**src/rtl/tm1638_pkg.sv**
```systemverilog
// Shared constants and FSM state type for the TM1638 receiver.
// Command codes select how the first byte of a frame is decoded.
package tm1638_pkg;

    localparam int NUM_DIGITS = 8;
    localparam int NUM_LEDS   = 8;

    localparam logic [1:0] CMD_DATA = 2'b01;
    localparam logic [1:0] CMD_DISP = 2'b10;
    localparam logic [1:0] CMD_ADDR = 2'b11;

    typedef enum logic [1:0] {
        IDLE = 2'd0,
        CMD  = 2'd1,
        DATA = 2'd2
    } state_t;

endpackage

```
**src/rtl/tm1638_sync.sv**
```systemverilog
// Synchronizers for the TM1638 serial pins plus edge detection.
// Flops reset high (bus idle); ready marks when real pin values emerge.
module tm1638_sync #(
    parameter int SYNC_STAGES = 2
) (
    input  logic clk,
    input  logic rst_n,
    input  logic tm_clk,
    input  logic tm_stb,
    input  logic tm_dio,
    output logic clk_rise,
    output logic stb_rise,
    output logic stb_fall,
    output logic stb_lvl,
    output logic dio,
    output logic ready
);

    logic [SYNC_STAGES:0]   clk_sr;
    logic [SYNC_STAGES:0]   stb_sr;
    logic [SYNC_STAGES-1:0] dio_sr;
    logic [SYNC_STAGES-1:0] rdy_sr;

    always_ff @(posedge clk or negedge rst_n) begin
        if (!rst_n) begin
            clk_sr <= '1;
            stb_sr <= '1;
            dio_sr <= '1;
            rdy_sr <= '0;
        end else begin
            clk_sr <= {clk_sr[SYNC_STAGES-1:0], tm_clk};
            stb_sr <= {stb_sr[SYNC_STAGES-1:0], tm_stb};
            dio_sr <= {dio_sr[SYNC_STAGES-2:0], tm_dio};
            rdy_sr <= {rdy_sr[SYNC_STAGES-2:0], 1'b1};
        end
    end

    assign clk_rise = clk_sr[SYNC_STAGES-1] & ~clk_sr[SYNC_STAGES];
    assign stb_rise = stb_sr[SYNC_STAGES-1] & ~stb_sr[SYNC_STAGES];
    assign stb_fall = ~stb_sr[SYNC_STAGES-1] & stb_sr[SYNC_STAGES];
    assign stb_lvl  = stb_sr[SYNC_STAGES-1];
    assign dio      = dio_sr[SYNC_STAGES-1];
    assign ready    = rdy_sr[SYNC_STAGES-1];

endmodule

```
**src/rtl/tm1638_rx.sv**
```systemverilog
// TM1638 slave receiver: decodes frames into digit/LED/display registers.
// Define TM1638_RX_LED_EN to keep the discrete LED register.
module tm1638_rx
    import tm1638_pkg::*;
#(
    parameter int SYNC_STAGES = 2
) (
    input  logic       _50MHz_CLK,
    input  logic       rst_n,
    input  logic       tm_clk,
    input  logic       tm_stb,
    input  logic       tm_dio,
    output logic [7:0] LED7SEG_0,
    output logic [7:0] LED7SEG_1,
    output logic [7:0] LED7SEG_2,
    output logic [7:0] LED7SEG_3,
    output logic [7:0] LED7SEG_4,
    output logic [7:0] LED7SEG_5,
    output logic [7:0] LED7SEG_6,
    output logic [7:0] LED7SEG_7,
    output logic [7:0] leds,
    output logic       disp_on,
    output logic [2:0] brightness,
    output logic       frame_done,
    output logic       cmd_err
);

    logic clk_rise, stb_rise, stb_fall, stb_lvl, dio, ready;

    tm1638_sync #(.SYNC_STAGES(SYNC_STAGES)) u_sync (
        .clk      (_50MHz_CLK),
        .rst_n    (rst_n),
        .tm_clk   (tm_clk),
        .tm_stb   (tm_stb),
        .tm_dio   (tm_dio),
        .clk_rise (clk_rise),
        .stb_rise (stb_rise),
        .stb_fall (stb_fall),
        .stb_lvl  (stb_lvl),
        .dio      (dio),
        .ready    (ready)
    );

    state_t     state, state_n;
    logic [6:0] shreg;
    logic [2:0] bitcnt;
    logic [3:0] addr;
    logic       fixed;
    logic       armed;
    logic       got_byte;
    logic [7:0] seg [NUM_DIGITS];

    logic       start, sample, byte_done;
    logic [7:0] new_byte;
    logic       done_n, err_n;
    logic       set_mode, set_disp, set_addr, wr_data;

    // A frame only starts once stb has been seen high after reset.
    assign start     = stb_fall & armed;
    assign sample    = clk_rise & ~stb_rise & ~start & (state != IDLE);
    assign byte_done = sample & (bitcnt == 3'd7);
    assign new_byte  = {dio, shreg};

    always_comb begin
        state_n  = state;
        done_n   = 1'b0;
        err_n    = 1'b0;
        set_mode = 1'b0;
        set_disp = 1'b0;
        set_addr = 1'b0;
        wr_data  = 1'b0;
        if (stb_rise) begin
            state_n = IDLE;
            done_n  = (state != IDLE) & got_byte & (bitcnt == 3'd0);
        end else if (start) begin
            state_n = CMD;
        end else if (byte_done) begin
            if (state == DATA) begin
                wr_data = 1'b1;
            end else begin
                unique case (1'b1)
                    (new_byte[7:6] == CMD_DATA) &&
                    (new_byte[1:0] == 2'b00): set_mode = 1'b1;
                    (new_byte[7:6] == CMD_DISP): set_disp = 1'b1;
                    (new_byte[7:6] == CMD_ADDR): begin
                        set_addr = 1'b1;
                        state_n  = DATA;
                    end
                    default: begin
                        err_n   = 1'b1;
                        state_n = IDLE;
                    end
                endcase
            end
        end
    end

    always_ff @(posedge _50MHz_CLK or negedge rst_n) begin
        if (!rst_n) state <= IDLE;
        else        state <= state_n;
    end

`ifdef TM1638_RX_LED_EN
    logic [7:0] leds_r;
    always_ff @(posedge _50MHz_CLK or negedge rst_n) begin
        if (!rst_n)                  leds_r <= 8'h00;
        else if (wr_data & addr[0])  leds_r[addr[3:1]] <= new_byte[0];
    end
    assign leds = leds_r;
`else
    assign leds = 8'h00;
`endif

    always_ff @(posedge _50MHz_CLK or negedge rst_n) begin
        if (!rst_n) begin
            shreg      <= '0;
            bitcnt     <= '0;
            addr       <= '0;
            fixed      <= 1'b0;
            armed      <= 1'b0;
            got_byte   <= 1'b0;
            disp_on    <= 1'b0;
            brightness <= '0;
            frame_done <= 1'b0;
            cmd_err    <= 1'b0;
            for (int i = 0; i < NUM_DIGITS; i++) seg[i] <= 8'h00;
        end else begin
            frame_done <= done_n;
            cmd_err    <= err_n;
            if (ready & stb_lvl) armed <= 1'b1;
            if (stb_rise | start) begin
                shreg  <= '0;
                bitcnt <= '0;
            end else if (sample) begin
                shreg  <= new_byte[7:1];
                bitcnt <= bitcnt + 3'd1;
            end
            if (start)          got_byte <= 1'b0;
            else if (byte_done) got_byte <= 1'b1;
            if (set_mode) fixed <= new_byte[2];
            if (set_disp) begin
                disp_on    <= new_byte[3];
                brightness <= new_byte[2:0];
            end
            if (set_addr)               addr <= new_byte[3:0];
            else if (wr_data & ~fixed)  addr <= addr + 4'd1;
            if (wr_data & ~addr[0]) seg[addr[3:1]] <= new_byte;
        end
    end

    assign LED7SEG_0 = seg[0];
    assign LED7SEG_1 = seg[1];
    assign LED7SEG_2 = seg[2];
    assign LED7SEG_3 = seg[3];
    assign LED7SEG_4 = seg[4];
    assign LED7SEG_5 = seg[5];
    assign LED7SEG_6 = seg[6];
    assign LED7SEG_7 = seg[7];

endmodule

```
**config.mk**
```make
export PLATFORM = sky130hd
export DESIGN_NAME = tm1638_rx
export DESIGN_NICKNAME = d
export VERILOG_FILES = /design/src/rtl/tm1638_pkg.sv /design/src/rtl/tm1638_sync.sv /design/src/rtl/tm1638_rx.sv
export SDC_FILE = /design/constraint.sdc
export NUM_CORES = 1
export LEC_CHECK = 0
export CORE_MARGIN = 1
export CORE_UTILIZATION = 40
export CTS_CLUSTER_SIZE = 12
export DETAILED_ROUTE_END_ITERATION = 6
export PLACE_DENSITY = 0.73
export SYNTH_ARGS = -nofsm -noshare
export SYNTH_HDL_FRONTEND = slang
export SYNTH_SLANG_ARGS = --single-unit
```
**constraint.sdc**
```tcl
create_clock -name _50MHz_CLK -period 4.3 [get_ports _50MHz_CLK]
set_clock_uncertainty 0.05 [all_clocks]
set_input_delay 0.645 -clock _50MHz_CLK [delete_from_list [all_inputs] [get_ports _50MHz_CLK]]
set_output_delay 0.645 -clock _50MHz_CLK [all_outputs]
set_load 0.03 [all_outputs]
```
==> metrics <==
Post-Syn Area per Cell=between 10 and 15 sq um; Synth Flop Type=dfrtp_1; post-route minimum period=between 2 and 2.5 ns; Placed Area=about 5000 sq um; WP data required=4.49 ns; Post-Synth Adder-Cell Area=0.0119; final cell count without fillers=between 400 and 500; Synth cell types=between 40 and 50; Synth Cell Area=4200 sq um; WHS Path Cells=0; yosys warns=0; Vias=roughly 2500; largest net degree at the start of global routing=between 70 and 80; Post-route DRC=0; Worst-path clk slew=0.09 ns; fraction of layout cells with a size suffix above 1=0.292; Fmax=a little over 400 MHz; synthesis-to-finish area growth=23.9%; largest family of logic cells by synthesized area=multiplexers; register bit total from synthesis=99; number of iterations in the first detailed-routing pass=4; Hold Crit Class=flop to flop; Peak VDD IR=about 0.16 mV; dominant cell type by area after synthesis=dfrtp_1; top-count cell post-synth=dfrtp_1; Port Buf Inserts=74; Critical Path Source Type=flop; actual slew at the worst max-slew pin=a little under 0.9 ns; routability cong.=0.803; RSZ-0062 raised after global routing=false; DRT Wirelength=8.08 mm; # H-tree levels=3; LEAKAGE=between 2 and 2.5 nW; total grt overflow=0; vias in the first global route=2549; number of antenna diodes=0; Finished Core Util=0.507; Worst R2R Path Depth=6; worst-path fanout max=8; Max-Cap Viols=0; fill cell count=a little over 900; CTS tree=yes; final hold vios=0; most used cell, CP=ha_1; HPWL Detailed=between 5 and 6 mm; hold_buf cts=0; CP cell instances=ha_1 > ha_1 > and3b_1 > and2_1 > and4b_1 > mux2_4; final hold slack=0.309 ns; vias per cell=roughly 5.0; RR Endpoint=LED7SEG_4[7]; first-pass GRT wire length=~13 mm; # setup viols final=0; Period Utilization, post-route=0.570; initial antenna violation count=0; hold_sp=u_sync.rdy_sr[0]; detailed router's first-iteration violation count=about 170; Post-synth EDFFs=0; XOR/XNOR Fraction of Synth Area=0.00208; status=finished, final reports clean; Post CTS Setup Buffer Count=0; core area=10300 sq um; worst path arrival time=2.64 ns; # IOs=just over 80; Final TNS setup=0 ns; NumNets Final=~360; ys async rst share=1.00; Max-slew headroom=0.412; Resize count post-CTS=0; post-synthesis mux area share=0.235; GR Util All Layers=0.160; FP Rows=37; worst flop-to-flop path startpoint=bitcnt[0]; Num CTS Buffers=9; Clock Latency Late Sink=~0.35 ns; compound-cell area share of the yosys netlist=0.0268; critical path endpoint category=flop; Avg WL per Cell=between 15 and 20 um; Starting Density=0.409; CTS sink cnt=99; most frequent cells after synthesis=dfrtp_1 (91), mux2_2 (37), mux2_4 (32), nor2_1 (19); Hold Path End=u_sync.rdy_sr[1]; slowest CP cell=and4b_1; Yosys top cell area share=0.542; max-slew violations=0; Synth Area in Simple Gates=0.0884; post-route cell area=5210 sq um; Die Outline Area=10900 sq um; CTS Buffer Depth=2; sequential area share after synthesis=0.592; R2R Setup Slk=1.85 ns; Die Span X=105 um; Crit Path Class=flop to flop; placed insts=480; Final ANT Viol Nets=0; synth top area cells=dfrtp_1 (54%), mux2_4 (11%), mux2_2 (9.9%); Die Y=between 100 and 150 um; Critical Path Max Stage Delay=about 0.59 ns; CTS root buf=clkbuf_8; Synth Instances=between 200 and 300; power per cell area=approximately 320 nW/um^2
==> logic make-up (layout without fill, tap and decap cells) <==
kind of cell    after synthesis  in the layout
flops                        99             99
mux                          78             78
simple gates                 57             57
buf+inv                      30             96
compound gates               15             15
fa+ha+maj                     4              4
other cells                   2              9
xor+xnor                      1              1
==> layout make-up <==
class                      count  area [sq um]  area share
clock buffer                   9           124      0.0238
clock inverter                 6          88.8      0.0171
inverter                       5          18.8     0.00360
multi-input combinational    164          1560       0.300
sequential                    99          2490       0.478
tap                          136           170      0.0327
timing repair buffer          76           753       0.145
==> how the worst max path moves through the flow <==
stage | end | slack, ns | cells after the start | startpoint
CTS | LED7SEG_0[7] | 1.84 | 6 | bitcnt[0]
finish | LED7SEG_4[7] | 1.85 | 6 | bitcnt[0]
global route | LED7SEG_0[0] | 1.68 | 6 | bitcnt[0]
floorplan | LED7SEG_1[0] | 2.14 | 9 | bitcnt[0]
global placement | LED7SEG_1[2] | 1.91 | 6 | bitcnt[0]
detailed placement | LED7SEG_0[1] | 1.87 | 6 | bitcnt[0]
==> state kept, by name (all words and copies together) (netlist names), 2 cells and up <==
| register | flops |
|---|---|
| LED7SEG_7 | 8 |
| brightness | 3 |
| state | 2 |
| shreg | 7 |
| LED7SEG_2 | 8 |
| LED7SEG_4 | 8 |
| LED7SEG_6 | 8 |
| LED7SEG_3 | 8 |
| LED7SEG_1 | 8 |
| LED7SEG_5 | 8 |
| bitcnt | 3 |
| u_sync.clk_sr | 3 |
| u_sync.rdy_sr | 2 |
| u_sync.dio_sr | 2 |
| LED7SEG_0 | 8 |
| addr | 4 |
| u_sync.stb_sr | 3 |
==> metal layers <==
metal  GRT usage  share of wire
met5           0              0
met4      0.0714          0.019
met3      0.0420          0.064
met2       0.240           0.46
met1       0.218           0.45
==> worst max-delay path: cells and delay by family (launching register included) <==
kind,cells,cell delay [ns]
mux,1,0.34
flops,1,0.39
simple gates,3,1.26
fa+ha+maj,2,0.29
==> through the flow <==
stage | setup slack, ns | power [mW]
final | 1.85 | 1.65
after global routing | 1.68 | 1.71
after CTS | 1.84 | 1.67
after detailed placement | 1.87 | 1.03
after global placement | 1.91 | 1.03
after floorplan | 2.14 | 1.01
==> power by group <==
group	total, mW	internal, mW	switching [mW]
registers	0.954	0.942	0.0123
logic	0.0569	0.0157	0.0412
clock network	0.638	0.325	0.312
==> placed cells by master (no fill, tap or decap), types with 2 or more instances in the layout <==
| cell type | synthesis | layout |
|---|---|---|
| nor2_1 | 19 | 19 |
| dfstp_2 | 8 | 8 |
| a2bb2oi_1 | 4 | 4 |
| o22ai_1 | 2 | 2 |
| buf_4 | 8 | 3 |
| and3_1 | 2 | 2 |
| a21oi_1 | 2 | 2 |
| mux2_4 | 32 | 32 |
| dfrtp_1 | 91 | 91 |
| clkinvlp_4 | 0 | 2 |
| mux2i_1 | 9 | 9 |
| nor3b_1 | 3 | 3 |
| ha_1 | 4 | 4 |
| bufinv_16 | 0 | 2 |
| nand3_2 | 2 | 2 |
| and4b_1 | 3 | 3 |
| clkbuf_8 | 0 | 9 |
| inv_1 | 5 | 5 |
| nand4_1 | 4 | 4 |
| nand2_1 | 7 | 7 |
| nand3_1 | 2 | 2 |
| clkdlybuf4s50_1 | 0 | 73 |
| mux2_2 | 37 | 37 |
| nand4_4 | 2 | 2 |
| nand2b_1 | 2 | 2 |
| conb_1 | 2 | 9 |
Power figures use the tool's default switching activity.
